<file path="config.mk">
export PLATFORM = sky130hd
export DESIGN_NAME = sqr_wav_seq_ctrl
export DESIGN_NICKNAME = d
export VERILOG_FILES = /design/src/rtl/sqr_wav_seq_ctrl.sv
export SDC_FILE = /design/constraint.sdc
export NUM_CORES = 1
export LEC_CHECK = 0
export BUFFER_PORTS_ARGS = -buffer_cell sky130_fd_sc_hd__buf_2
export CAP_MARGIN = 0
export CORE_MARGIN = 2
export CORE_UTILIZATION = 30
export CTS_CLUSTER_DIAMETER = 50
export DETAILED_ROUTE_END_ITERATION = 7
export SETUP_SLACK_MARGIN = 0.02
export SYNTH_ARGS = -nofsm -noshare
export SYNTH_HDL_FRONTEND = slang
export SYNTH_SLANG_ARGS = --single-unit
</file>
<file path="constraint.sdc">
create_clock -name clk -period 3.75 [get_ports clk]
set_clock_uncertainty 0.1 [all_clocks]
set_input_delay 0.5625 -clock clk [delete_from_list [all_inputs] [get_ports clk]]
set_output_delay 0.5625 -clock clk [all_outputs]
set_load 0.01 [all_outputs]
</file>
<file path="src/rtl/sqr_wav_seq_ctrl.sv">
// Segment-table sequencer for a square-wave generator: each table entry sets low/high
// times and a period count. The optional macro SQR_SEQ_LOOP_EN adds a `loop` input for repeated passes.
module sqr_wav_seq_ctrl (
    input  logic       clk,
    input  logic       rst_n,
    input  logic       wr_en,
    input  logic [2:0] wr_addr,
    input  logic [3:0] wr_low,
    input  logic [3:0] wr_high,
    input  logic [7:0] wr_reps,
    input  logic [2:0] last_idx,
`ifdef SQR_SEQ_LOOP_EN
    input  logic       loop,
`endif
    input  logic       start,
    input  logic       stop,
    input  logic       sqr_state,
    output logic [3:0] low_n,
    output logic [3:0] high_m,
    output logic       sqr_out,
    output logic       busy,
    output logic [2:0] seg_idx,
    output logic       done
);

    typedef enum logic [1:0] {
        ST_IDLE,
        ST_LOAD,
        ST_RUN,
        ST_DONE
    } state_e;

    state_e     state_q;
    logic [3:0] tab_low_q  [8];
    logic [3:0] tab_high_q [8];
    logic [7:0] tab_reps_q [8];
    logic [2:0] seg_idx_q;
    logic [2:0] last_q;
    logic [3:0] low_q;
    logic [3:0] high_q;
    logic [7:0] reps_q;
    logic [7:0] cnt_q;
    logic       prev_q;
    logic       busy_q;
    logic       done_q;
    logic       loop_act;

    logic       rise_d;
    logic [7:0] cnt_d;
    logic [7:0] reps_d;
    logic       is_last_d;

    // NOTE: the table sits in registers, not RAM, because reset must clear every entry.
    always_ff @(posedge clk) begin
        if (!rst_n) begin
            for (int i = 0; i < 8; i++) begin
                tab_low_q[i]  <= '0;
                tab_high_q[i] <= '0;
                tab_reps_q[i] <= '0;
            end
        end else if (wr_en) begin
            tab_low_q[wr_addr]  <= wr_low;
            tab_high_q[wr_addr] <= wr_high;
            tab_reps_q[wr_addr] <= wr_reps;
        end
    end

    // The previous-sample register runs in every state, so an edge seen during LOAD is not counted later.
    always_ff @(posedge clk) begin
        if (!rst_n) prev_q <= 1'b0;
        else        prev_q <= sqr_state;
    end

    // NOTE: every signal written in always_comb gets a default first, so no latch is inferred.
    always_comb begin
        rise_d    = sqr_state & ~prev_q;
        cnt_d     = cnt_q + 8'd1;
        is_last_d = (seg_idx_q == last_q);
        reps_d    = tab_reps_q[seg_idx_q];
        if (reps_d == 8'd0) reps_d = 8'd1;
    end

`ifdef SQR_SEQ_LOOP_EN
    logic loop_q;
    assign loop_act = loop_q;
`else
    assign loop_act = 1'b0;
`endif

    // NOTE: sequential state uses non-blocking assignments only, so every register updates on the same edge.
    always_ff @(posedge clk) begin
        if (!rst_n) begin
            state_q   <= ST_IDLE;
            seg_idx_q <= '0;
            last_q    <= '0;
            low_q     <= '0;
            high_q    <= '0;
            reps_q    <= '0;
            cnt_q     <= '0;
            busy_q    <= 1'b0;
            done_q    <= 1'b0;
`ifdef SQR_SEQ_LOOP_EN
            loop_q    <= 1'b0;
`endif
        end else begin
            done_q <= 1'b0;
            case (state_q)
                ST_IDLE: begin
                    if (start && !stop) begin
                        last_q    <= last_idx;
                        seg_idx_q <= '0;
                        busy_q    <= 1'b1;
                        state_q   <= ST_LOAD;
`ifdef SQR_SEQ_LOOP_EN
                        loop_q    <= loop;
`endif
                    end
                end
                ST_LOAD: begin
                    if (stop) begin
                        busy_q  <= 1'b0;
                        state_q <= ST_IDLE;
                    end else begin
                        low_q   <= tab_low_q[seg_idx_q];
                        high_q  <= tab_high_q[seg_idx_q];
                        reps_q  <= reps_d;
                        cnt_q   <= '0;
                        state_q <= ST_RUN;
                    end
                end
                ST_RUN: begin
                    if (stop) begin
                        busy_q  <= 1'b0;
                        state_q <= ST_IDLE;
                    end else if (rise_d && (cnt_q != 8'hFF)) begin
                        cnt_q <= cnt_d;
                        if (cnt_d == reps_q) begin
                            if (!is_last_d) begin
                                seg_idx_q <= seg_idx_q + 3'd1;
                                state_q   <= ST_LOAD;
                            end else if (loop_act) begin
                                // A looping sequence wraps to entry 0 and stays busy.
                                done_q    <= 1'b1;
                                seg_idx_q <= '0;
                                state_q   <= ST_LOAD;
                            end else begin
                                done_q  <= 1'b1;
                                busy_q  <= 1'b0;
                                state_q <= ST_DONE;
                            end
                        end
                    end
                end
                ST_DONE: begin
                    state_q <= ST_IDLE;
                end
                default: begin
                    busy_q  <= 1'b0;
                    state_q <= ST_IDLE;
                end
            endcase
        end
    end

    assign low_n   = low_q;
    assign high_m  = high_q;
    assign busy    = busy_q;
    assign done    = done_q;
    assign seg_idx = seg_idx_q;
    assign sqr_out = (state_q == ST_RUN) ? sqr_state : 1'b0;

endmodule
</file>
==> flow_metrics.tcl <==
set metrics [dict create \
    status "finished, final reports clean" \
    coreArea_um2 25110 \
    syn_inst 559 \
    globalRouteMet1Util_pct 17.56 \
    syn-mean-instance-area_um2 13.71 \
    ant_nets 0 \
    setup_violations 0 \
    hold_buffers 0 \
    ys_seq_area_share_pct 60.10 \
    die_h_um 163.8 \
    synthesis.area_um2 7661 \
    busiest_layer "met2" \
    cts.sinks 166 \
    final_layout_size_suffix_gt1_share_pct 21.96 \
    gr-total-overflow 0 \
    viasPerCell 4.701 \
    synth_seq_cells 166 \
    synth_top_area_cell "edfxtp_1" \
    cts_resized 0 \
    chipWidth_um 163.8 \
    clk_path_buf_depth 2 \
    timing.fmax_ghz 0.3789 \
    clk_pin_slew_ns 0.06 \
    post-cts-setup-buffer-count 0 \
    routabilityCongestion 0.7500 \
    endpoint_kind "flip-flop" \
    yosys-top-cells-area "edfxtp_1, and2_1, dfxtp_1, mux4_2, mux2i_1" \
    hold_violations 0 \
    p_total_w 0.004254 \
    htreeDepth 4 \
    netlist-cell-type-count 46 \
    maxSlewHeadroom_pct 47.61 \
    synth_fp_nets 593 \
    pin_count 42 \
    num_vias 4489 \
    min_period_ns 2.639 \
    crit_fanout 9 \
    final_common_cell "and2_1" \
    port_buffers 41 \
    grt_setup_unrepaired "no" \
    post_drt_wl_per_cell_um 18.08 \
    start_util_pct 30.51 \
    yosys_warnings 0 \
    grt_pass1_wl_um 26930 \
    grt_use_met3_pct 3.611 \
    p_leak_nw 3.364 \
    critPathKind "reg2reg" \
    place_hpwl_um 11160 \
    grt_pass1_vias 4600 \
    vdd_drop_max_v 0.0003227 \
    fin_nets 645 \
    grt_util_met2_pct 22.50 \
    startpoint_type "flip-flop" \
    p_per_area_nw_per_um2 474.5 \
    layout_common_cells "and2_1, edfxtp_1, buf_2, dfxtp_1, nand2_1" \
    drt-total-wl_um 17260 \
    worstHoldPathType "in2reg" \
    numCtsBuffers 17 \
    grt_max_degree 45 \
    cts_tree "built" \
    timing.final.crit_share_pct 70.38 \
    firstDrtPassIters 4 \
    required_ns 3.98 \
    drv_cap 0 \
    drv_slew 0 \
    drc_errors 0 \
    dieArea_um2 26830 \
    drtIter0Drc 418 \
    cts-root-buf "clkbuf_16" \
    yosys.area.top_type_share_pct 50.17 \
    tightest_slew_ns 0.7848 \
    num_rows 58 \
    crit_arrival_ns 2.87 \
    grt_antenna_before_repair 2 \
    grt.total_usage_pct 13.57 \
    fin_setup_tns_ns 0 \
    areaGrowthSynthToFinish_pct 17.03 \
    clkLatencyLatePin_ns 0.43 \
]
[critical path: stages (launching register included)]
cell	delay, ns
dfxtp_1	0.65
buf_4	0.32
mux4_2	0.54
or4_1	0.40
nor4_1	0.19
nor3b_1	0.09
o32ai_1	0.26
[sequential cells by signal, summed over array words and instances, names as in the netlist, named ones only]
register / cells
done: 1
high_m: 4
prev_q: 1
low_n: 4
tab_reps_q: 64
busy: 1
cnt_q: 8
seg_idx: 3
tab_low_q: 32
tab_high_q: 32
state_q: 2
reps_q: 8
last_q: 3
[cells by family (layout without fill, tap and decap cells)]
family          after synthesis  after routing  synth area share, %
mux                          58             58                12.80
fa+ha+maj                     6              6               0.9799
other cells                   0              1                    0
buf+inv                      36            101                1.911
xor+xnor                     12             12                1.372
flops                       166            166                60.10
simple gates                229            229                17.66
compound gates               52             52                5.177
[final timing paths]
kind	slack (ns)	cells after the start	end	from
worst max-delay path	1.11	6	reps_q[0]$_SDFFE_PN0P_	flip-flop
worst min-delay path	0.26	2	prev_q$_SDFF_PN0_	sqr_state
worst min register to register	0.37	2	busy$_SDFFE_PN0P_	busy$_SDFFE_PN0P_
worst max register to register	1.11	6	reps_q[0]$_SDFFE_PN0P_	flip-flop
[layout make-up]
| cell class | count | area (um^2) |
|---|---|---|
| fillers | 2418 | 16140 |
| diodes | 1 | 2.502 |
| clock inverters | 14 | 197.7 |
| flip-flops and latches | 166 | 4604 |
| clock buffers | 18 | 429.2 |
| well taps | 330 | 412.9 |
| repair buffers | 64 | 377.9 |
| inverters | 5 | 18.77 |
| multi-input cells | 357 | 2923 |
[report_power, final]
| part | leakage, nW | switching, W | internal [W] |
|---|---|---|---|
| registers | 1.54 | 0.0000362 | 0.00209 |
| logic | 1.53 | 0.000162 | 0.000110 |
| clock network | 0.302 | 0.000736 | 0.00112 |
[Yosys cell counts, drive strengths merged]
cell type	count
a21o	1
nand3b	1
o211a	15
and4	2
mux2i	26
nand2	36
nor4	4
mux4	32
or3b	1
nor3	12
nand2b	7
o32ai	1
nand3	7
nand4b	1
a211oi	1
and2	133
edfxtp	128
or4b	1
or4	1
o31ai	1
nor2	7
nor2b	8
o21a	8
a21oi	5
clkbuf	20
dfxtp	38
a31oi	3
xnor2	5
a21boi	6
inv	5
and3	4
nand4	1
xor2	7
o21bai	1
o21ai	9
ha	6
a311o	1
nor3b	3
buf	11
[stage by stage]
stage	hold WS [ns]	utilization, %	instances	setup WS (ns)	cell area (um^2)
floorplan	0.3598	-	559	0.9955	7661
global placement	0.3569	33.20	922	1.112	8337
detailed placement	0.3538	33.20	922	1.102	8337
CTS	0.2460	35.70	954	1.067	8964
global route	0.2670	35.70	954	0.7939	8964
finish	0.2631	35.71	955	1.111	8966
[per-layer routing]
layer	vias to the layer above	wire, um
li1	2153	-
met1	2215	7824
met2	99	8384
met3	20	865
met4	2	175
met5	-	13
(Power assumes the default switching activity.)
